<file path="config.mk">
export PLATFORM = sky130hd
export DESIGN_NAME = sha256_host_mem
export DESIGN_NICKNAME = d
export VERILOG_FILES = /design/src/rtl/sha256_host_mem.sv
export SDC_FILE = /design/constraint.sdc
export NUM_CORES = 2
export LEC_CHECK = 0
export CAP_MARGIN = 20
export CELL_PAD_IN_SITES_DETAIL_PLACEMENT = 1
export CELL_PAD_IN_SITES_GLOBAL_PLACEMENT = 1
export CORE_MARGIN = 1
export CORE_UTILIZATION = 40
export DETAILED_ROUTE_END_ITERATION = 10
export PLACE_DENSITY = 0.58
export SYNTH_ARGS = -nofsm -noshare
export SYNTH_HDL_FRONTEND = slang
export SYNTH_SLANG_ARGS = --single-unit
</file>
<file path="constraint.sdc">
create_clock -name clk -period 7.9 [get_ports clk]
set_input_delay 2.37 -clock clk [delete_from_list [all_inputs] [get_ports clk]]
set_output_delay 2.37 -clock clk [all_outputs]
set_load 0.1 [all_outputs]
</file>
<file path="src/rtl/sha256_host_mem.sv">
// Host-side partner of the simplified SHA-256 hasher.
//
// Owns the word memory the hasher reads its message from and writes its
// hash into. Each pass loads NUM_OF_WORDS message words from the host
// stream, pulses start, waits for the hasher to go busy and then done, and
// streams the 8 hash words back to the host.
//
// Ports:
//   clk, reset            single rising-edge clock, synchronous active-high reset
//   ld_valid/ld_ready     host message stream handshake
//   ld_data, ld_last      message word and host end-of-message marker
//   start, done           hasher control (one-cycle start pulse, done = idle)
//   message_addr          constant MSG_BASE for the hasher
//   output_addr           constant OUT_BASE for the hasher
//   mem_we, mem_addr,
//   mem_write_data        hasher memory bus (write side)
//   mem_read_data         hasher memory bus, registered read data
//   out_valid/out_ready   hash word stream handshake
//   out_data, out_last    hash word and 8th-word marker
//   busy                  high in every state except LOAD
//   hash_count            completed passes, wraps at 0xFFFF
//   err                   sticky: [0] write collision, [1] address out of
//                         range, [2] length mismatch
module sha256_host_mem #(
    parameter int NUM_OF_WORDS = 20,
    parameter int DEPTH        = 64,
    parameter int MSG_BASE     = 0,
    parameter int OUT_BASE     = 32
) (
    input  logic        clk,
    input  logic        reset,
    input  logic        ld_valid,
    output logic        ld_ready,
    input  logic [31:0] ld_data,
    input  logic        ld_last,
    output logic        start,
    input  logic        done,
    output logic [15:0] message_addr,
    output logic [15:0] output_addr,
    input  logic        mem_we,
    input  logic [15:0] mem_addr,
    input  logic [31:0] mem_write_data,
    output logic [31:0] mem_read_data,
    output logic        out_valid,
    input  logic        out_ready,
    output logic [31:0] out_data,
    output logic        out_last,
    output logic        busy,
    output logic [15:0] hash_count,
    output logic [2:0]  err
);
    localparam int AW = $clog2(DEPTH);
    localparam int CW = $clog2(NUM_OF_WORDS + 1);
    localparam logic [CW-1:0] LAST_CNT   = CW'(NUM_OF_WORDS - 1);
    localparam logic [AW-1:0] MSG_BASE_A = AW'(MSG_BASE);
    localparam logic [AW-1:0] OUT_BASE_A = AW'(OUT_BASE);
    localparam logic [16:0]   DEPTH_L    = 17'(DEPTH);

    if (MSG_BASE + NUM_OF_WORDS > OUT_BASE || OUT_BASE + 8 > DEPTH ||
        DEPTH > 65536 || (1 << AW) != DEPTH) begin : g_bad_params
        $fatal(1, "sha256_host_mem: illegal memory layout parameters");
    end

    typedef enum logic [2:0] {
        S_LOAD,
        S_KICK,
        S_WAIT_BUSY,
        S_WAIT_DONE,
        S_DRAIN
    } state_t;

    state_t        state_q, state_d;
    logic [31:0]   mem [DEPTH];
    logic [CW-1:0] cnt;
    logic [2:0]    idx;
    logic [2:0]    fetch_idx;
    logic [AW-1:0] load_addr;
    logic [AW-1:0] drain_addr;
    logic          accept;
    logic          addr_ok;
    logic          drain_hs;
    logic          drain_fetch;

    assign message_addr = 16'(MSG_BASE);
    assign output_addr  = 16'(OUT_BASE);

    // NOTE: every signal driven from an always_comb gets a default first,
    // so no path through the case leaves it unassigned and infers a latch.
    always_comb begin
        accept      = ld_valid && ld_ready && !reset;
        addr_ok     = {1'b0, mem_addr} < DEPTH_L;
        drain_hs    = (state_q == S_DRAIN) && out_valid && out_ready;
        // Fetch on the DRAIN entry cycle, and on every handshake except word 7.
        drain_fetch = (state_q == S_DRAIN) &&
                      (!out_valid || (out_ready && idx != 3'd7));
        fetch_idx   = out_valid ? idx + 3'd1 : idx;
        load_addr   = MSG_BASE_A + AW'(cnt);
        drain_addr  = OUT_BASE_A + AW'(fetch_idx);
    end

    always_comb begin
        state_d = state_q;
        start   = 1'b0;
        busy    = (state_q != S_LOAD);
        case (state_q)
            S_LOAD:      if (accept && cnt == LAST_CNT) state_d = S_KICK;
            S_KICK: begin
                start   = 1'b1;
                state_d = S_WAIT_BUSY;
            end
            S_WAIT_BUSY: if (!done) state_d = S_WAIT_DONE;
            S_WAIT_DONE: if (done) state_d = S_DRAIN;
            S_DRAIN:     if (drain_hs && idx == 3'd7) state_d = S_LOAD;
            default:     state_d = S_LOAD;
        endcase
    end

    // NOTE: the memory array has no reset; clearing it would turn the RAM
    // into thousands of flops. Its contents survive reset by design.
    // Single write port: a host load beats a coincident hasher write.
    always_ff @(posedge clk) begin
        if (accept) begin
            mem[load_addr] <= ld_data;
        end else if (mem_we && addr_ok) begin
            mem[mem_addr[AW-1:0]] <= mem_write_data;
        end
    end

    // NOTE: sequential state uses non-blocking assignments only, so reads of
    // mem here see the pre-write value (read-during-write returns old data).
    always_ff @(posedge clk) begin
        if (reset) begin
            state_q       <= S_LOAD;
            ld_ready      <= 1'b0;
            cnt           <= '0;
            idx           <= '0;
            out_valid     <= 1'b0;
            out_data      <= '0;
            out_last      <= 1'b0;
            hash_count    <= '0;
            err           <= '0;
            mem_read_data <= '0;
        end else begin
            state_q       <= state_d;
            ld_ready      <= (state_d == S_LOAD);
            mem_read_data <= addr_ok ? mem[mem_addr[AW-1:0]] : 32'd0;

            if (!addr_ok)         err[1] <= 1'b1;
            if (accept && mem_we) err[0] <= 1'b1;

            if (accept) begin
                // Sequencing is by count; ld_last is only cross-checked.
                if (ld_last != (cnt == LAST_CNT)) err[2] <= 1'b1;
                cnt <= (cnt == LAST_CNT) ? '0 : cnt + CW'(1);
            end

            if (state_q == S_WAIT_DONE) idx <= '0;

            if (drain_fetch) begin
                out_data  <= mem[drain_addr];
                out_valid <= 1'b1;
                out_last  <= (fetch_idx == 3'd7);
                idx       <= fetch_idx;
            end else if (drain_hs) begin
                out_valid  <= 1'b0;
                out_last   <= 1'b0;
                hash_count <= hash_count + 16'd1;
            end
        end
    end
endmodule

</file>
* Yosys cells after proc, flatten, opt, wreduce, memory -nomap -nowiden
Memory sizes are Yosys's and may differ from the RTL's. A register that Yosys moved wholly into a read port is not among the register bits.
Index checks and enable logic that the tools add are counted.
** Operators by class
- Add/subtract/negate cells :: 4
- $lt $le $gt $ge :: 1
- Reductions and logical operators :: 22
- Equal/unequal tests :: 9
- Shifts and indexed selects :: 0
- Mux-type cells :: 21
- Div/mod/pow operators :: 0
- Bitwise gates (word level) :: 2
- Multiply operators :: 0
** Operators by type and width (count)
- 32-bit two-way mux :: 1
- 32-bit OR reduction :: 1
- 3-bit two-way mux :: 7
- 16-bit by 1-bit adder with 16-bit output, second input constant :: 1
- 16-bit by 7-bit less-than comparator with 1-bit output, second input constant :: 1
- 3-bit case mux with 5 select lines :: 1
- 1-bit logical AND :: 10
- 1-bit two-way mux :: 10
- 3-bit == test, second input constant :: 3
- 6-bit by 3-bit adder with 6-bit output, first input constant :: 1
- 3-bit by 2-bit == test with 1-bit output, second input constant :: 2
- 3-bit zero test :: 2
- 6-bit two-way mux :: 1
- 5-bit by 1-bit adder with 5-bit output, second input constant :: 1
- 5-bit == test, second input constant :: 1
- 5-bit two-way mux :: 1
- 2-bit AND reduction :: 2
- 2-bit nonzero test :: 2
- 3-bit by 1-bit adder with 3-bit output, second input constant :: 1
- 3-bit by 1-bit == test with 1-bit output, second input constant :: 1
- 3-bit inequality test, second input constant :: 1
- 3-bit nonzero test :: 1
- 1-bit zero test :: 2
- 1-bit NOT :: 2
- 3 further kinds :: 3
** Word-level totals
- Output and inout bits :: 120
- Register bits after elaboration :: 33
- Bits in writable memories :: 2048
- Bits in latches :: 0
- Bits of input ports :: 87
- Memory bits (read-only) :: 0
- Memories :: 1
- Logic and storage cells :: 70
** Memories
- mem :: words 64, bits a word 32, rd ports 2, clocked after memory_dff 2, wr ports 1, line 73 : logic [31:0] mem [DEPTH];

* Longest topological paths before layout
- Depth in word-level cells :: 7
- Gate-level depth with buffers :: 11
- Depth with buffers taken out :: 8

* Worst setup path after synthesis
Ideal clock, no wire load.
- Path kind :: in2reg
- Start point :: input mem_addr[9]
- End point :: memory mem[36][0], enable pin
- Required time :: 7.439 ns
- Setup time :: 0.461 ns
- Data arrival time :: 5.883 ns
- Buffers on the path :: 1
- Stages on the path :: 6
- Path slack :: 1.556 ns
- Path through :: nor4_1 nand4_1 nor2_1 buf_2 nand4_1 nor3_1
** On the way
- Word-level cells in the longest chain between the ends :: 7
- Elaborated cells on any way between the ends :: 8
- Classes of those cells :: 1 x order compare; 5 x mux; 2 x reduce/logical
** RTL lines
- start, declared :: line 41 : input logic [15:0] mem_addr,
- 16-bit by 7-bit less-than comparator with 1-bit output (*) :: line 91 : addr_ok = {1'b0, mem_addr} < DEPTH_L;
- 1-bit logical AND (*) :: line 124 : end else if (mem_we && addr_ok) begin
- 1-bit two-way mux (*) :: line 124
- 1-bit two-way mux (*) :: line 122 : if (accept) begin
- 1-bit two-way mux (not written as such) (*) :: line 125 : mem[mem_addr[AW-1:0]] <= mem_write_data;
- 32-bit OR reduction (no line)
- 6-bit two-way mux (no line) or 1-bit two-way mux (tied branches)
- end, declared :: line 73
Every way passes the cells marked *; elsewhere a longest branch is shown, timed or not.

* Worst setup path in the final report
- Start point :: input mem_addr[9]
- End point :: memory mem[55][6], enable pin
The elaborated chain is that of the path after synthesis.

==> summary.txt <==
Placement
  • Gpl congestion: 0.804
  • DP Wirelength: 148000 um
  • Port bufs: 174

CTS
  • Post-CTS Setup Repair Bufs: 0
  • Cts repair resizes: 0
  • Hold Buf Count CTS: 0
  • Worst-Skew Late Latency: 0.85 ns
  • Root Buffer: clkbuf_16
  • CTS clock-pin slew for the worst setup and hold paths: 0.06 ns
  • Inserted Clock Buffers: 219
  • CTS sink cnt: 2145
  • CTS tree: yes
  • CTS max path bufs: 3
  • H-tree levels: 4

Yosys
  • Asr flop ratio synth: 0
  • EDFF count, synth: 2048
  • Count of different cell masters after synthesis: 53
  • Post-synthesis average cell area: 21.2 um2
  • Mapped Cells: 3983
  • Most common flop cell mapped by yosys: edfxtp_1
  • Mapped Area: 84500 um2
  • Seq/Total Area, Yosys: 0.751
  • Yosys warnings: 0
  • Register bit count reported by yosys: 2145

Detailed routing
  • Vias/cell: 5.72
  • Routed length per instance: 33.0 um
  • Initial drt markers: 4351
  • Via count: 41.9k
  • Number of iterations in the first detailed-routing pass: 7
  • ANT nets after route: 0
  • Final WL: 241000 um
  • DRC errors left: 0

Timing
  • Setup TNS: 0 ns
  • Slew headroom: 0.177
  • Final setup viols: 0
  • Max-slew violations: 0
  • Max Clk Rate: 168 MHz
  • Clock skew: 0.0300 ns
  • Worst Max-Slew Pin Slew: 1.23 ns
  • Final hold violation count: 0
  • Period utilisation layout: 0.752
  • Min cycle time layout: 5.94 ns
  • RSZ-0062 raised after global routing: no

Floorplanning
  • Area of the core: 210000 um2
  • Die width: 462 um
  • DIE HEIGHT: 462 um
  • FP Rows: 168
  • Starting Density: 0.403
  • IO Pins: 207
  • Die area: 213000 um2

Pwr
  • Peak supply drop: 0.190 mV
  • Cell Pwr Density: 243 nW/um2
  • Leakage: 31.1 nW

Critical path
  • CP required: 8.40 ns
  • Setup CP Type: input port to flip-flop
  • Worst Setup End Kind: flip-flop
  • Crit Path Max Fanout: 25
  • CP arrival: 6.44 ns
  • CP startpoint kind: input port

Final layout
  • Leading cell type in the layout, fill and taps excluded: edfxtp_1
  • Area grow syn2layout: 15.6%
  • Layout net count: 4415
  • Layout cells sized above 1: 0.264
  • Commonest non-fill, non-tap cells in the layout: edfxtp_1, mux4_2, mux2i_1
  • Core Util, Final: 0.466

Min path
  • Worst Hold Class: flip-flop to flip-flop

Global routing
  • GR Util All Layers: 0.227
  • First-pass GRT wire length: 337000 um
  • Number of global-route vias before repair: 42.8k
  • Largest net degree at the start of global routing: 88
  • GR Overflow Total: 0
  • Initial antenna violation count: 9

Outcome
  • Status: completed

Run
  • Max Cap Viol: 0
==> stage by stage <==
| stage | setup WS [ns] | power (W) | std cells | cell area [um2] | hold slack, ns |
|---|---|---|---|---|---|
| 6_report | 1.96 | 0.0237 | 7319 | 97700 | 0.470 |
| 5_1_grt | 1.84 | 0.0244 | 7317 | 97700 | 0.498 |
| 4_1_cts | 1.98 | 0.0240 | 7311 | 97600 | 0.473 |
| 3_5_place_dp | 1.07 | 0.0139 | 6905 | 90700 | 0.458 |
| 3_3_place_gp | 1.03 | 0.0139 | 6902 | 90600 | 0.453 |
| 2_1_floorplan | 1.56 | 0.0134 | 4013 | 84600 | 0.491 |
==> flip-flops by register name, indices dropped and copies added, names as in the netlist <==
name and count:
mem 2048, mem_read_data 32, out_data 32, hash_count 16, cnt 5, err 3
idx 3, state_q 3, ld_ready 1, out_last 1, out_valid 1
==> synthesized netlist by cell type (2+ instances only) <==
cell type	number	area, um2
a31oi_1	10	62.6
a32oi_1	5	43.8
ha_1	4	50.1
edfxtp_1	2048	61500
a22oi_1	63	473
xor2_1	11	96.3
nand4_1	10	62.6
mux2_1	2	22.5
and2_0	3	18.8
nor2_1	143	537
inv_1	9	33.8
buf_1	15	56.3
and2_1	20	125
a32o_1	12	120
dfxtp_1	97	1940
nor3_1	15	75.1
xnor2_1	7	61.3
buf_2	83	415
o211ai_1	4	30.0
mux2_2	16	180
nor2b_1	11	68.8
nand2_1	181	679
conb_1	2	7.51
nor3b_1	4	30.0
o21ai_0	31	155
a21oi_1	35	175
mux2i_1	257	2570
buf_4	76	571
a211oi_1	55	413
or3_1	2	12.5
buf_6	17	191
or2_2	3	18.8
mux4_2	566	12700
a221oi_1	22	193
clkbuf_1	74	278
o221ai_1	3	26.3
nand3_1	34	170
o2111ai_1	3	26.3
nand2b_1	3	18.8
nor4_1	4	25.0
o22ai_1	5	31.3
and3_1	7	43.8
==> per-layer routing <==
layer  vias up  wire length [um]  share of wire  track usage
met1     23000            103000           0.43        0.318
met5         -                 0              0            0
met4         0              5050          0.021       0.0531
met3       253             12700          0.052       0.0306
met2      1296            120000           0.50        0.378
li1      17300                 -              -            -
==> report_power, final <==
group / total [W] / leakage [nW] / internal (W) / switching, W
clock: 0.0101 / 3.39 / 0.00571 / 0.00435
combinational: 0.00122 / 8.51 / 0.000397 / 0.000823
sequential: 0.0125 / 19.2 / 0.0125 / 0.00000360
==> area by class of cell <==
cell class | instances | area, um2
clock inverter | 122 | 1070
sequential | 2145 | 63400
timing repair buffer | 355 | 3450
multi-input combinational | 1593 | 20300
tap | 2805 | 3510
fill | 19000 | 112000
antenna | 5 | 12.5
inverter | 10 | 53.8
clock buffer | 284 | 5860
==> cell families after synthesis <==
family | after synthesis | share of synthesized area
xor gates and xnor gates | 18 | 0.00187
and+or+nand+nor | 447 | 0.0232
other | 2 | 0.0000889
buffers and inverters | 275 | 0.0184
adders and majority gates | 4 | 0.000593
muxes | 841 | 0.184
DFF | 2145 | 0.751
AOI/OAI and AO/OA | 251 | 0.0210
==> critical path, stage by stage <==
cell	delay (ns)
clkdlybuf4s50_1	0.40
nor4_1	0.45
nand4_1	0.46
nand2b_2	0.66
mux2i_1	0.37
nand2_1	0.55
nor2_4	0.66
buf_4	0.46
==> path summary, 6_finish.rpt <==
path / startpoint / end / slack [ns] / cells past startpoint
max reg2reg: ld_ready / mem[55][6] / 3.84 / 7
max: mem_addr[9] / mem[55][6] / 1.96 / 8
min reg2reg: err[0] / err[0] / 0.47 / 2
min: err[0] / err[0] / 0.47 / 2
(Power assumes the default switching activity.)
